==> src/rtl/tag_scan_pkg.sv <==
`default_nettype none
//------------------------------------------------------------------------------
// tag_scan_pkg : shared sizes and scan state encoding for the tag scanner
// Revision     : 1.0
//------------------------------------------------------------------------------
package tag_scan_pkg;

  localparam int TAG_W = 12;
  localparam int DEPTH = 8;
  localparam int IDX_W = $clog2(DEPTH);

  typedef enum logic [1:0] {
    IDLE = 2'd0,
    SCAN = 2'd1,
    DONE = 2'd2
  } scan_state_t;

endpackage
`default_nettype wire

==> src/rtl/tag_cmp.sv <==
`default_nettype none
//------------------------------------------------------------------------------
// tag_cmp  : combinational full-width tag equality
// Revision : 1.0
//------------------------------------------------------------------------------
module tag_cmp #(
  parameter int TAG_W = tag_scan_pkg::TAG_W
) (
  input  logic [TAG_W-1:0] i_tagA,
  input  logic [TAG_W-1:0] i_tagB,
  output logic             o_eq
);
  import tag_scan_pkg::*;

  assign o_eq = (i_tagA == i_tagB);

endmodule
`default_nettype wire

==> src/rtl/tag_scan12.sv <==
`default_nettype none
//------------------------------------------------------------------------------
// tag_scan12 : sequential tag table search, one entry compared per cycle
//              TAG_SCAN_EARLY_EXIT_EN ends the scan right after the first hit
// Revision   : 1.0
//------------------------------------------------------------------------------
module tag_scan12 #(
  parameter int TAG_W = tag_scan_pkg::TAG_W,
  parameter int DEPTH = tag_scan_pkg::DEPTH
) (
  input  logic                     clock,
  input  logic                     reset,
  input  logic                     wr_en,
  input  logic [$clog2(DEPTH)-1:0] wr_idx,
  input  logic [TAG_W-1:0]         wr_data,
  input  logic                     search_req,
  input  logic [TAG_W-1:0]         search_key,
  output logic                     search_busy,
  output logic                     search_done,
  output logic                     hit,
  output logic [$clog2(DEPTH)-1:0] hit_idx
);
  import tag_scan_pkg::*;

  localparam int               PTR_W     = $clog2(DEPTH);
  localparam logic [PTR_W-1:0] c_lastPtr = PTR_W'(DEPTH - 1);

  scan_state_t      r_state;
  scan_state_t      w_stateNext;
  logic [PTR_W-1:0] r_ptr;
  logic [TAG_W-1:0] r_key;
  logic [DEPTH-1:0] r_valid;
  logic [TAG_W-1:0] r_tagMem [DEPTH];
  logic             r_found;
  logic [PTR_W-1:0] r_foundIdx;
  logic             r_hit;
  logic [PTR_W-1:0] r_hitIdx;
  logic             w_tagEq;
  logic             w_match;
  logic             w_exitNow;
  logic             w_accept;
  logic             w_scanEnd;

  tag_cmp #(.TAG_W(TAG_W)) u_cmp (
    .i_tagA (r_tagMem[r_ptr]),
    .i_tagB (r_key),
    .o_eq   (w_tagEq)
  );

  assign w_accept = (r_state == IDLE) && search_req;
  assign w_match  = (r_state == SCAN) && r_valid[r_ptr] && w_tagEq;

`ifdef TAG_SCAN_EARLY_EXIT_EN
  // Any match seen while scanning is the first one, since we leave on it.
  assign w_exitNow = (r_ptr == c_lastPtr) || w_match;
`else
  assign w_exitNow = (r_ptr == c_lastPtr);
`endif

  always_comb begin
    w_stateNext = r_state;
    case (r_state)
      IDLE:    if (search_req) w_stateNext = SCAN;
      SCAN:    if (w_exitNow)  w_stateNext = DONE;
      DONE:    w_stateNext = IDLE;
      default: w_stateNext = IDLE;
    endcase
  end

  assign w_scanEnd = (r_state == SCAN) && (w_stateNext == DONE);

  always_ff @(posedge clock or posedge reset) begin
    if (reset) r_state <= IDLE;
    else       r_state <= w_stateNext;
  end

  always_ff @(posedge clock or posedge reset) begin
    if (reset) begin
      r_valid    <= '0;
      r_ptr      <= '0;
      r_key      <= '0;
      r_found    <= 1'b0;
      r_foundIdx <= '0;
      r_hit      <= 1'b0;
      r_hitIdx   <= '0;
    end else begin
      if (wr_en) r_valid[wr_idx] <= 1'b1;
      if (w_accept) begin
        r_key      <= search_key;
        r_ptr      <= '0;
        r_found    <= 1'b0;
        r_foundIdx <= '0;
      end else if (r_state == SCAN) begin
        r_ptr <= r_ptr + PTR_W'(1);
        if (w_match && !r_found) begin
          r_found    <= 1'b1;
          r_foundIdx <= r_ptr;
        end
      end
      // The final compare is still combinational here, so fold it in directly.
      if (w_scanEnd) begin
        r_hit    <= r_found || w_match;
        r_hitIdx <= r_found ? r_foundIdx : (w_match ? r_ptr : '0);
      end
    end
  end

  // Tag data is deliberately unreset; only the valid bits gate matching.
  always_ff @(posedge clock) begin
    if (wr_en) r_tagMem[wr_idx] <= wr_data;
  end

  assign search_busy = (r_state != IDLE);
  assign search_done = (r_state == DONE);
  assign hit         = r_hit;
  assign hit_idx     = r_hitIdx;

endmodule
`default_nettype wire

==> config.mk <==
export PLATFORM = sky130hd
export DESIGN_NAME = tag_scan12
export DESIGN_NICKNAME = d
export VERILOG_FILES = /design/src/rtl/tag_scan_pkg.sv /design/src/rtl/tag_cmp.sv /design/src/rtl/tag_scan12.sv
export SDC_FILE = /design/constraint.sdc
export NUM_CORES = 1
export LEC_CHECK = 0
export CAP_MARGIN = 40
export CORE_UTILIZATION = 60
export DETAILED_ROUTE_END_ITERATION = 8
export PLACE_DENSITY = 0.81
export SLEW_MARGIN = 25
export SYNTH_ARGS = -nofsm -noshare
export SYNTH_HDL_FRONTEND = slang
export SYNTH_SLANG_ARGS = --single-unit
==> constraint.sdc <==
create_clock -name clock -period 6.85 [get_ports clock]
set_clock_uncertainty 0.2 [all_clocks]
set_input_delay 1.37 -clock clock [delete_from_list [all_inputs] [get_ports clock]]
set_output_delay 1.37 -clock clock [all_outputs]
set_load 0.01 [all_outputs]
==> results.cfg <==
[power_and_ir_drop]
max-vdd-ir-drop_v = 0.0002189
power.switching_w = 0.0007731
p_int_w = 0.001858
seq_power_share_pct = 38.0
sw_frac_of_total_pct = 29.39
p_leak_nw = 2.312
clockPowerShare_pct = 36.5
pwr-share-comb_pct = 25.5
p_per_area_mw_per_mm2 = 412.2

[clock_network]
cts_sinks = 129
post_cts_buffers = 0
cts-buffers-inserted = 17
cts_tree = yes
cts_root_buffer = clkbuf_8
postCtsResizedCells = 0
clkLatencyLatePin_ps = 520
h-tree-depth = 4
hold_buffers = 0
cts_buffer_depth = 2
clkTransAtPathRegs_ps = 60

[cells_and_area]
layout.nets = 388
utilization_pct = 76.52
areaGrowthSynthToFinish_pct = 22.18
num-fill-cells = 481
drive_gt1_share_pct = 25.27
antenna_cells = 0

[yosys]
synth_top_area_share_pct = 55.19
ys_seq_elements = 129
synth_largest_area_cell = edfxtp_1
ys_top_cells_by_area = edfxtp_1 55%, dfrtp_1 16%, mux4_2 5.6%, mux2i_1 4.4%, mux2_2 4.3%
syn_nets = 336
synth.cell_area_sq_mm = 0.005224
yosysWarnings = 0
synth_async_sr_flop_share_pct = 25.58
synth_cell_types = 40
synth_ff_type = edfxtp_1
syn_avg_cell_area_sq_um = 17.24
netlist_instances = 303
ys_seq_area_share_pct = 70.99
synth_edf_count = 96

[global_route]
grt_pass1_wl_microns = 15130
grtUsageTotal_pct = 24.67
grt_overflow = 0
grt_pass1_vias = 2829
grt_max_degree = 34
grt_antenna_before_repair = 0

[run_status]
status = complete, no violations

[route]
dr.pass1.iters = 4
drt_iter0_drc = 170
num_vias = 2778
drc = 0
viasPerCell = 5.873
wl_microns = 9981
wire_per_inst_microns = 21.10
ant_nets = 0

[die]
core_sq_mm = 0.008341
rows = 33
pin_count = 37
die_w_microns = 95.31
fp.dieH_microns = 95.31
start_util_pct = 62.63
die_area_sq_mm = 0.009083

[sta]
whs_ps = 262.2
period_minus_slack_ps = 3369
drv_slew = 0
max-slew-margin-rel_pct = 45.65
layout_setup_ws_ps = 3481
timing.final.crit_share_pct = 49.19
fin_setup_tns_ps = 0
fmax_ghz = 0.2968
setup_viol = 0
rsz0062_at_grt = false
worst_slew_pin_slew_ps = 814.4
hold_viol = 0

[min_path]
hold_path.class = register to register

[run]
maxCapViolCount = 0

[worst_setup_path]
critPathRequiredTime_ps = 5280
ff2ff_setup_slack_ps = 3630
cp.arrival_ps = 1800
crit_fanout = 6
startpoint_type = register
end_kind = output pin
worst-setup-path-type = register to output pin

[place]
pre_cts_ws_ps = 3546
gp_congestion = 0.7831
io_buffers = 36
place_hpwl_microns = 5978
[layout by cell type (no fill, tap or decap), drive strengths merged, types with 8 or more instances in the layout]
master         instances
mux2                  22
o21ai                  9
nand2                  8
mux2i                 23
clkbuf                17
dfrtp                 33
clkdlybuf4s50         36
mux4                  13
or2                    9
edfxtp                96
nor2                  11
inv                   13
[stage by stage]
step / instances / total power, W / instance area [sq um]
2_1_floorplan: 303 / 0.001496 / 5224
3_3_place_gp: 438 / 0.001642 / 5693
3_5_place_dp: 439 / 0.001670 / 5725
4_1_cts: 471 / 0.002641 / 6360
5_1_grt: 473 / 0.002742 / 6382
6_report: 473 / 0.002631 / 6382
[layout make-up]
| class | instances | area, sq um | share of cell area [%] |
|---|---|---|---|
| Timing Repair Buffer | 43 | 427.9 | 6.705 |
| Clock inverter | 15 | 220.2 | 3.450 |
| Inverter | 8 | 30.03 | 0.4705 |
| Multi-Input combinational cell | 156 | 1450 | 22.72 |
| Sequential cell | 129 | 3709 | 58.11 |
| Tap cell | 105 | 131.4 | 2.058 |
| Clock buffer | 17 | 414.1 | 6.489 |
[state kept, by name, indices dropped and copies added, names as in the netlist, 2 cells and up]
register,count
r_key,12
r_valid,8
hit_idx,3
r_state,2
r_ptr,3
r_tagMem,96
r_foundIdx,3
[routing by layer]
layer | vias to the layer above | GRT usage [%] | routed length, microns
met5 | - | 0 | 0
met4 | 0 | 9.470 | 162
met3 | 17 | 8.453 | 522
met2 | 90 | 38.27 | 4822
met1 | 1390 | 32.31 | 4474
li1 | 1281 | - | -
[synth_stat cells (2+ instances only)]
master     count
nor2b_1        7
o22ai_1        4
edfxtp_1      96
buf_4          4
mux2_1         2
a22o_1         3
ha_1           2
xor2_1         7
nor2_1        11
mux4_2        13
o21ai_0        9
mux2i_1       23
mux2_2        20
a21oi_1        5
clkinv_1       2
nand2b_1       5
xnor2_1        3
or2_2          9
a221oi_1       3
inv_1          6
buf_2          2
clkbuf_1       3
nand2_1        8
dfrtp_1       33
and3_1         4
a2111oi_0      4
nor3_1         2
[worst paths after layout]
path | start | end | cells past startpoint
worst max-delay path | r_state[0]$_DFF_PP0_ | search_busy | 2
min in group asynchronous | reset | r_key[1]$_DFFE_PP0P_ | 3
max in group asynchronous | reset | r_valid[4]$_DFFE_PP0P_ | 3
worst min-delay path | r_valid[5]$_DFFE_PP0P_ | r_valid[5]$_DFFE_PP0P_ | 1
worst max register to register | r_ptr[0]$_DFFE_PP0P_ | r_foundIdx[0]$_DFFE_PP0P_ | 8
worst min register to register | r_valid[5]$_DFFE_PP0P_ | r_valid[5]$_DFFE_PP0P_ | 1
[cell families (layout without fill, tap and decap cells)]
kind of cell	Yosys count	count (layout)	share of synthesized area (%)
flops	129	129	70.99
mux	58	58	14.75
simple gates	53	53	5.677
compound gates	33	33	4.647
buf+inv	18	83	1.772
xor+xnor	10	10	1.677
fa+ha+maj	2	2	0.4790
[worst max-delay path: stages (launching register included)]
cell and delay, ps:
dfrtp_1 430, or2_2 360, clkdlybuf4s50_1 490
[power by group through the flow]
stage          Clock, W  Sequential, W  Combinational, W
6_report       0.000960       0.000999          0.000672
5_1_grt         0.00100        0.00101          0.000728
4_1_cts        0.000969        0.00102          0.000655
3_5_place_dp          0        0.00103          0.000640
3_3_place_gp          0        0.00104          0.000607
2_1_floorplan         0       0.000989          0.000507
(Power assumes the default switching activity.)
